--- config.mk ---
export PLATFORM = sky130hd
export DESIGN_NAME = pwm_capture
export DESIGN_NICKNAME = d
export VERILOG_FILES = /design/src/rtl/pwm_pkg.sv /design/src/rtl/pwm_sync.sv /design/src/rtl/pwm_capture.sv
export SDC_FILE = /design/constraint.sdc
export NUM_CORES = 1
export LEC_CHECK = 0
export BUFFER_PORTS_ARGS = -buffer_cell sky130_fd_sc_hd__clkbuf_2
export CORE_UTILIZATION = 40
export DETAILED_ROUTE_END_ITERATION = 7
export GPL_ROUTABILITY_DRIVEN = 0
export GPL_TIMING_DRIVEN = 0
export PLACE_DENSITY = 0.67
export SLEW_MARGIN = 20
export SYNTH_ARGS = -nofsm -noshare
export SYNTH_HDL_FRONTEND = slang
export SYNTH_SLANG_ARGS = --single-unit
--- constraint.sdc ---
create_clock -name clk -period 2.1 [get_ports clk]
set_input_delay 0.105 -clock clk [delete_from_list [all_inputs] [get_ports clk]]
set_output_delay 0.105 -clock clk [all_outputs]
set_load 0.02 [all_outputs]
--- src/rtl/pwm_pkg.sv ---
// Shared constants and FSM encoding for the PWM duty-capture block.
package pwm_pkg;

  localparam int PERIOD = 16;
  localparam int DUTY_W = 4;
  localparam int CNT_W  = $clog2(2 * PERIOD + 1);

  typedef enum logic [1:0] {
    ARM,
    SEEK,
    MEAS,
    HOLD
  } state_t;

endpackage

--- src/rtl/pwm_sync.sv ---
// Two-flop synchronizer for the PWM line, plus a delayed copy for rising-edge detection.
module pwm_sync (
  input  logic clk,
  input  logic rst,
  input  logic async_in,
  output logic lvl,
  output logic rise
);

  logic meta;
  logic prv;

  always_ff @(posedge clk) begin
    if (rst) begin
      meta <= 1'b0;
      lvl  <= 1'b0;
      prv  <= 1'b0;
    end else begin
      meta <= async_in;
      lvl  <= meta;
      prv  <= lvl;
    end
  end

  assign rise = lvl & ~prv;

endmodule

--- src/rtl/pwm_capture.sv ---
// Recovers the high time of a fixed-period PWM line; flags frame-length errors
// and a line that has stopped toggling.
module pwm_capture #(
  parameter int PERIOD = pwm_pkg::PERIOD,
  parameter int DUTY_W = pwm_pkg::DUTY_W
) (
  input  logic              clk,
  input  logic              rst,
  input  logic              pwm_in,
  output logic [DUTY_W-1:0] duty,
  output logic              valid,
  output logic              perr,
  output logic              stuck
);

  import pwm_pkg::*;

  localparam int CP_W = $clog2(2 * PERIOD + 1);
  localparam logic [CP_W-1:0]   CP_ONE   = CP_W'(1);
  localparam logic [CP_W-1:0]   CP_FRAME = CP_W'(PERIOD);
  localparam logic [CP_W-1:0]   CP_LAST  = CP_W'(2 * PERIOD - 1);
  localparam logic [CP_W-1:0]   CP_MAX   = CP_W'(2 * PERIOD);
  localparam logic [DUTY_W-1:0] CH_ONE   = DUTY_W'(1);
  localparam logic [DUTY_W-1:0] CH_MAX   = '1;

  logic              lvl;
  logic              rise;
  state_t            state;
  logic [CP_W-1:0]   cp;
  logic [DUTY_W-1:0] ch;
  logic [1:0]        warm;

  pwm_sync u_sync (
    .clk      (clk),
    .rst      (rst),
    .async_in (pwm_in),
    .lvl      (lvl),
    .rise     (rise)
  );

  // warm gates ARM until the synchronizer holds real samples instead of its
  // reset zeros, so a line already high at reset is not mistaken for a fresh edge.
  always_ff @(posedge clk) begin
    if (rst) begin
      state <= ARM;
      cp    <= '0;
      ch    <= '0;
      warm  <= '0;
      duty  <= '0;
      valid <= 1'b0;
      perr  <= 1'b0;
      stuck <= 1'b0;
    end else begin
      valid <= 1'b0;
      perr  <= 1'b0;
      if (warm != 2'd2) begin
        warm <= warm + 2'd1;
      end

      unique case (state)
        ARM: begin
          if (warm == 2'd2) begin
            if (!lvl) begin
              state <= SEEK;
            end else if (cp == CP_LAST) begin
              cp    <= CP_MAX;
              duty  <= CH_MAX;
              valid <= 1'b1;
              stuck <= 1'b1;
              state <= HOLD;
            end else begin
              cp <= cp + CP_ONE;
            end
          end
        end

        SEEK: begin
          if (rise) begin
            cp    <= CP_ONE;
            ch    <= CH_ONE;
            state <= MEAS;
          end
        end

        MEAS: begin
          if (rise) begin
            if (cp == CP_FRAME) begin
              duty  <= ch;
              valid <= 1'b1;
            end else begin
              perr <= 1'b1;
            end
            cp <= CP_ONE;
            ch <= CH_ONE;
          end else begin
            if (lvl && (ch != CH_MAX)) begin
              ch <= ch + CH_ONE;
            end
            // Two full periods without an edge: report the line as stuck at its level.
            if (cp == CP_LAST) begin
              cp    <= CP_MAX;
              duty  <= lvl ? CH_MAX : '0;
              valid <= 1'b1;
              stuck <= 1'b1;
              state <= HOLD;
            end else begin
              cp <= cp + CP_ONE;
            end
          end
        end

        HOLD: begin
          if (rise) begin
            stuck <= 1'b0;
            cp    <= CP_ONE;
            ch    <= CH_ONE;
            state <= MEAS;
          end
        end

        default: state <= ARM;
      endcase
    end
  end

endmodule

After elaboration in Yosys (flattened, before gate mapping)

Cells that the tools add are included.

Eq/ne operators: 17
Muxes and demuxes: 37
Bitwise logic cells: 4
Reductions and logical operators: 12
$add $sub $neg: 3

Operator list:

| cell                | number |
|---|---|
| $mux 4              | 10 |
| $mux 6              | 5 |
| $pmux 6 s3          | 1 |
| $pmux 4 s2          | 2 |
| $eq 6x5->1 const B  | 2 |
| $mux 1              | 11 |
| $mux 2              | 5 |
| $ne 2x2->1 const B  | 5 |
| $ne 3x3->1 const B  | 3 |
| $reduce_and 3->1    | 3 |
| $add 6x1->6 const B | 1 |
| $eq 2x2->1 const B  | 3 |
| $pmux 2 s3          | 1 |
| $reduce_and 6->1    | 1 |
| $reduce_and 5->1    | 1 |
| $add 4x1->4 const B | 1 |
| $ne 2x1->1 const B  | 2 |
| $ne 4x4->1 const B  | 1 |
| $reduce_bool 2->1   | 2 |
| $not 1->1           | 3 |
| $pmux 1 s3          | 1 |
| $reduce_bool 3->1   | 1 |
| $reduce_or 3->1     | 1 |
| $add 2x1->2 const B | 1 |
| other kinds (6)     | 6 |

Word-level logic and storage cells: 84
Flip-flop bits (word level): 24
Output and inout bits: 7
Input port bits: 3

Logic depth before layout (Yosys ltp)

Word-level depth: 5
Mapped depth: 6
Mapped depth without buffers: 6

By module

Synthesis repeated with hierarchy kept, for this count alone.

Cell total of the unflattened synthesis: 130
Area, all modules: 1179.9 um^2

Modules (own cells, without submodules):

| module      | cells an instance | times used | area each (um^2) | sequential area each (um^2) |
|---|---|---|---|---|
| pwm_capture | 123               | 1          | 1092.3           | 420.4 |
| pwm_sync    | 7                 | 1          | 87.6             | 60.1 |

Worst setup path after synthesis

Ideal clock, no wire load.

Path kind: register to register
From: register warm[0]
To: register duty[0]
Clock period less this slack: 1.559 ns
Setup time: 0.121 ns
Path buffers: 0
Arrival: 1.438 ns
Required time: 1.979 ns
Slack: 0.541 ns
Stages on the path, launching flop included: 7
Cells stage by stage: dfxtp_1 inv_1 ha_1 nand2_1 o22ai_4 a22oi_4 mux2_4

Word-level cells in the longest chain between the ends: 3

RTL lines:

| element                           | RTL line           | text |
|---|---|---|
| from (decl)                       | pwm_capture.sv:31  | `logic [1:0] warm;` |
| from (signal assigned)            | pwm_capture.sv:57  | `warm <= warm + 2'd1;` |
| $eq 2x2->1                        | pwm_capture.sv:62  | `if (warm == 2'd2) begin` |
| $ne 2x2->1 (no source line)       | -                  |  |
| $reduce_and 6->1 (no source line) | -                  |  |
| to (signal assigned)              | pwm_capture.sv:88  | `duty <= ch;` |
| to (signal assigned)              | pwm_capture.sv:102 | `duty <= lvl ? CH_MAX : '0;` |
| to (decl)                         | pwm_capture.sv:10  | `output logic [DUTY_W-1:0] duty,` |

No other way between the ends.
A chain may end at the register's enable or synchronous reset.

Worst setup path in the final report

From: register cp[0]
To: register duty[1]

Word-level cells in the longest chain between the ends: 3
Elaborated cells on any way between the ends: 6
Those cells by class: 5 x eq/ne; 1 x reduce/logical

RTL lines:

| element                                                          | RTL line                                                 | text |
|---|---|---|
| from (decl)                                                      | pwm_capture.sv:29                                        | `logic [CP_W-1:0] cp;` |
| from (signal assigned)                                           | pwm_capture.sv:72                                        | `cp <= cp + CP_ONE;` |
| from (signal assigned)                                           | pwm_capture.sv:107                                       | `cp <= cp + CP_ONE;` |
| $eq 6x5->1 (on tied branches)                                    | pwm_capture.sv:87, pwm_capture.sv:65, pwm_capture.sv:100 |  |
| $ne 3x3->1 (no source line) / $ne 2x2->1 (equally long branches) | -                                                        |  |
| $reduce_and 6->1 (no source line) (*)                            | -                                                        |  |

Every way passes the cells marked *; elsewhere a longest branch is shown, timed or not.

==> impl_metrics.json <==
{
  "leakagePower_nw": 0.5390,
  "dr.pass1.iters": 6,
  "worstSetupEndpoint": "duty[1]",
  "die_w_um": 57.68,
  "core_mm2": 0.002853,
  "power_frac_comb_pct": 26.7,
  "syn2layout_area_growth_pct": 8.981,
  "power.share.clock_pct": 20.1,
  "initial_core_util_pct": 43.46,
  "ys_top_cells_by_count": "24 x dfxtp_1, 16 x nor2_1, 12 x a21oi_1",
  "overflow": 0,
  "cts_made_buffers": 3,
  "vias": 1015,
  "ios": 10,
  "die_y_um": 57.68,
  "critPathArrivalTime_ns": 2.02,
  "critPathKind": "reg -> reg",
  "r2r-start": "cp[0]",
  "synth-edff-count": 0,
  "setup_viol": 0,
  "synthArstFlopShare_pct": 0,
  "synth_area_leaders": "dfxtp_1 39%, a21oi_1 4.8%, mux2_4 4.8%, nor2_1 4.8%, ha_1 4.0%",
  "cp-end-kind": "flip-flop",
  "wl_um": 2349,
  "synth.avg_cell_area_um2": 9.117,
  "wl_per_cell_um": 13.12,
  "synthMostInstantiatedCell": "dfxtp_1",
  "drc_errors": 1,
  "pre_cts_ws_ns": 0.3123,
  "drt_iter0_markers": 55,
  "multi_input_area_um2": 688.2,
  "cts_tree": "done",
  "skew_ns": 0.006405,
  "synth_cells": 136,
  "maxSlewHeadroom_pct": 67.60,
  "final_hold_viol_count": 0,
  "clock-sinks": 24,
  "finalWorstSetupSlack_ns": 0.2943,
  "synth.largest_area_cell": "dfxtp_1",
  "worst_path_largest_cell_delay_ns": 0.44,
  "hold_path.class": "in -> reg",
  "clockBufferDepth": 2,
  "setup_total_negative_slack_ns": 0,
  "nNetsFinal": 157,
  "insertion_delay_ns": 0.31,
  "slew_violations": 0,
  "fill_cells": 286,
  "grt_max_degree": 13,
  "rows": 19,
  "fp.dieArea_mm2": 0.003326,
  "seq_area_frac_synth_pct": 38.75,
  "grt_pass1_vias": 1019,
  "max_freq_mhz": 553.8,
  "p_per_area_mw_per_mm2": 723.0,
  "start_kind": "flip-flop",
  "crit_chain": "ha_1, inv_1, nor3_2, a22oi_4, mux2_4",
  "grt_pass1_wl_um": 4360,
  "min_period_ns": 1.806,
  "worst_slew_pin_slew_ns": 0.4833,
  "synth_top_area_share_pct": 38.75,
  "grt_usage_pct": 16.28,
  "io_buffers": 8,
  "cp.depth": 5,
  "cts.clk_slew.worst_paths_ns": 0.12,
  "regArea_um2": 480.5,
  "final_util_pct": 47.37,
  "seqPwrFrac_pct": 53.2,
  "cap_viol_max_count": 0,
  "violations": "design-rule violations",
  "cp.required_ns": 2.31,
  "r2r_slack_ns": 0.29,
  "period_share_pct": 85.99,
  "reg2reg_depth": 5,
  "dp_hpwl_um": 1736,
  "synth-seq-cells": 24,
  "synth_area_mm2": 0.001240,
  "vdd_drop_max_mv": 0.4431,
  "switchingPower_w": 0.0003042,
  "synthFlopType": "dfxtp_1",
  "ant_nets": 0,
  "grt_antenna_before_repair": 0,
  "ctsRootBufferMaster": "clkbuf_4",
  "p_int_w": 0.0006729,
  "path_delay_family": "flip-flops",
  "status": "finished with violations",
  "htreeDepth": 1,
  "drive_gt1_share_pct": 17.57,
  "rr_endpoint": "duty[1]",
  "yosys_warnings": 0,
  "rsz0062_at_grt": "no",
  "via_per_inst": 5.670,
  "switching_share_pct": 31.13,
  "path_buf_inv": 1,
  "cp-startpoint": "cp[0]",
  "cp_slowest_cell": "dfxtp_1",
  "n_antenna_cell": 0,
  "stdcell_area_mm2": 0.001351,
  "syn-num-nets": 143,
  "synthDistinctLibCells": 44,
  "place_area_mm2": 0.001319,
  "cp_max_fo": 6
}
-- worst min path at each step --
stage / start / end / slack, ns / cells past startpoint
after floorplan: pwm_in / u_sync.meta / 0.23 / 1
after global placement: pwm_in / u_sync.meta / 0.31 / 2
after detailed placement: pwm_in / u_sync.meta / 0.33 / 2
after CTS: rst / duty[0] / 0.26 / 3
after global routing: rst / duty[0] / 0.30 / 3
final: rst / duty[0] / 0.27 / 3
-- sequential cells by signal, indices dropped and copies added (netlist names), 2 cells and up --
name	cells
warm	2
state	2
duty	4
cp	6
ch	4
-- cells by family (layout without fill, tap and decap cells) --
family	after synthesis	in the layout	synth area share (%)
DFF	24	24	38.75
AOI/OAI and AO/OA	38	38	22.81
adders and majority gates	4	4	4.036
muxes	4	4	4.844
and+or+nand+nor	51	51	23.11
buffers and inverters	14	26	5.752
xor gates and xnor gates	1	1	0.7065
-- worst reg2reg max path: stages, from the launching register on --
cell and delay [ns]:
dfxtp_1 0.44, ha_1 0.24, inv_1 0.09, nor3_2 0.42, a22oi_4 0.20, mux2_4 0.32
-- through the flow --
| stage | hold slack (ns) | power (W) | instances |
|---|---|---|---|
| CTS | 0.2625 | 0.0009933 | 179 |
| finish | 0.2700 | 0.0009770 | 179 |
| floorplan | 0.2332 | 0.0007368 | 136 |
| global route | 0.2963 | 0.001053 | 179 |
| detailed placement | 0.3274 | 0.0007917 | 175 |
| global placement | 0.3122 | 0.0007744 | 175 |
-- final cells by class --
class,count,share of cell area [%]
Tap cell,31,2.870
Sequential cell,24,35.56
Clock buffer,3,1.667
Timing Repair Buffer,9,3.704
Inverter,8,2.222
Multi-Input combinational cell,98,50.93
Buffer,6,3.056
-- layout by cell type, fill, tap and decap left out, drive strengths merged, types with 2 or more instances in the layout --
cell type / count
a211oi: 6
nand3: 4
and3: 2
nand2b: 2
inv: 8
clkbuf: 14
nor2: 16
nor3: 3
buf: 3
nor2b: 8
mux2: 4
a31oi: 2
o21ai: 5
or3: 3
a22oi: 2
dfxtp: 24
a21oi: 12
o22ai: 3
nand2: 3
ha: 4
-- power groups by stage --
stage	registers (W)	logic, W	clock network [W]
floorplan	0.000524	0.000213	0
global placement	0.000528	0.000247	0
detailed placement	0.000531	0.000261	0
CTS	0.000520	0.000265	0.000208
global route	0.000524	0.000302	0.000227
finish	0.000520	0.000261	0.000196
-- routing by layer --
layer,vias to the layer above,GRT usage (%),share of wire [%],routed length (um)
met1,473,20.51,46,1076
met4,0,3.401,0.26,6
met3,2,4.464,4.4,104
met5,-,0,0,0
li1,518,-,-,-
met2,22,28.07,49,1161
-- timing repair --
action,CTS,global route
gates resized for setup,0,0
hold endpoints to repair,1,0
hold buffers,1,0
setup buffers,0,0
(Power assumes the default switching activity.)
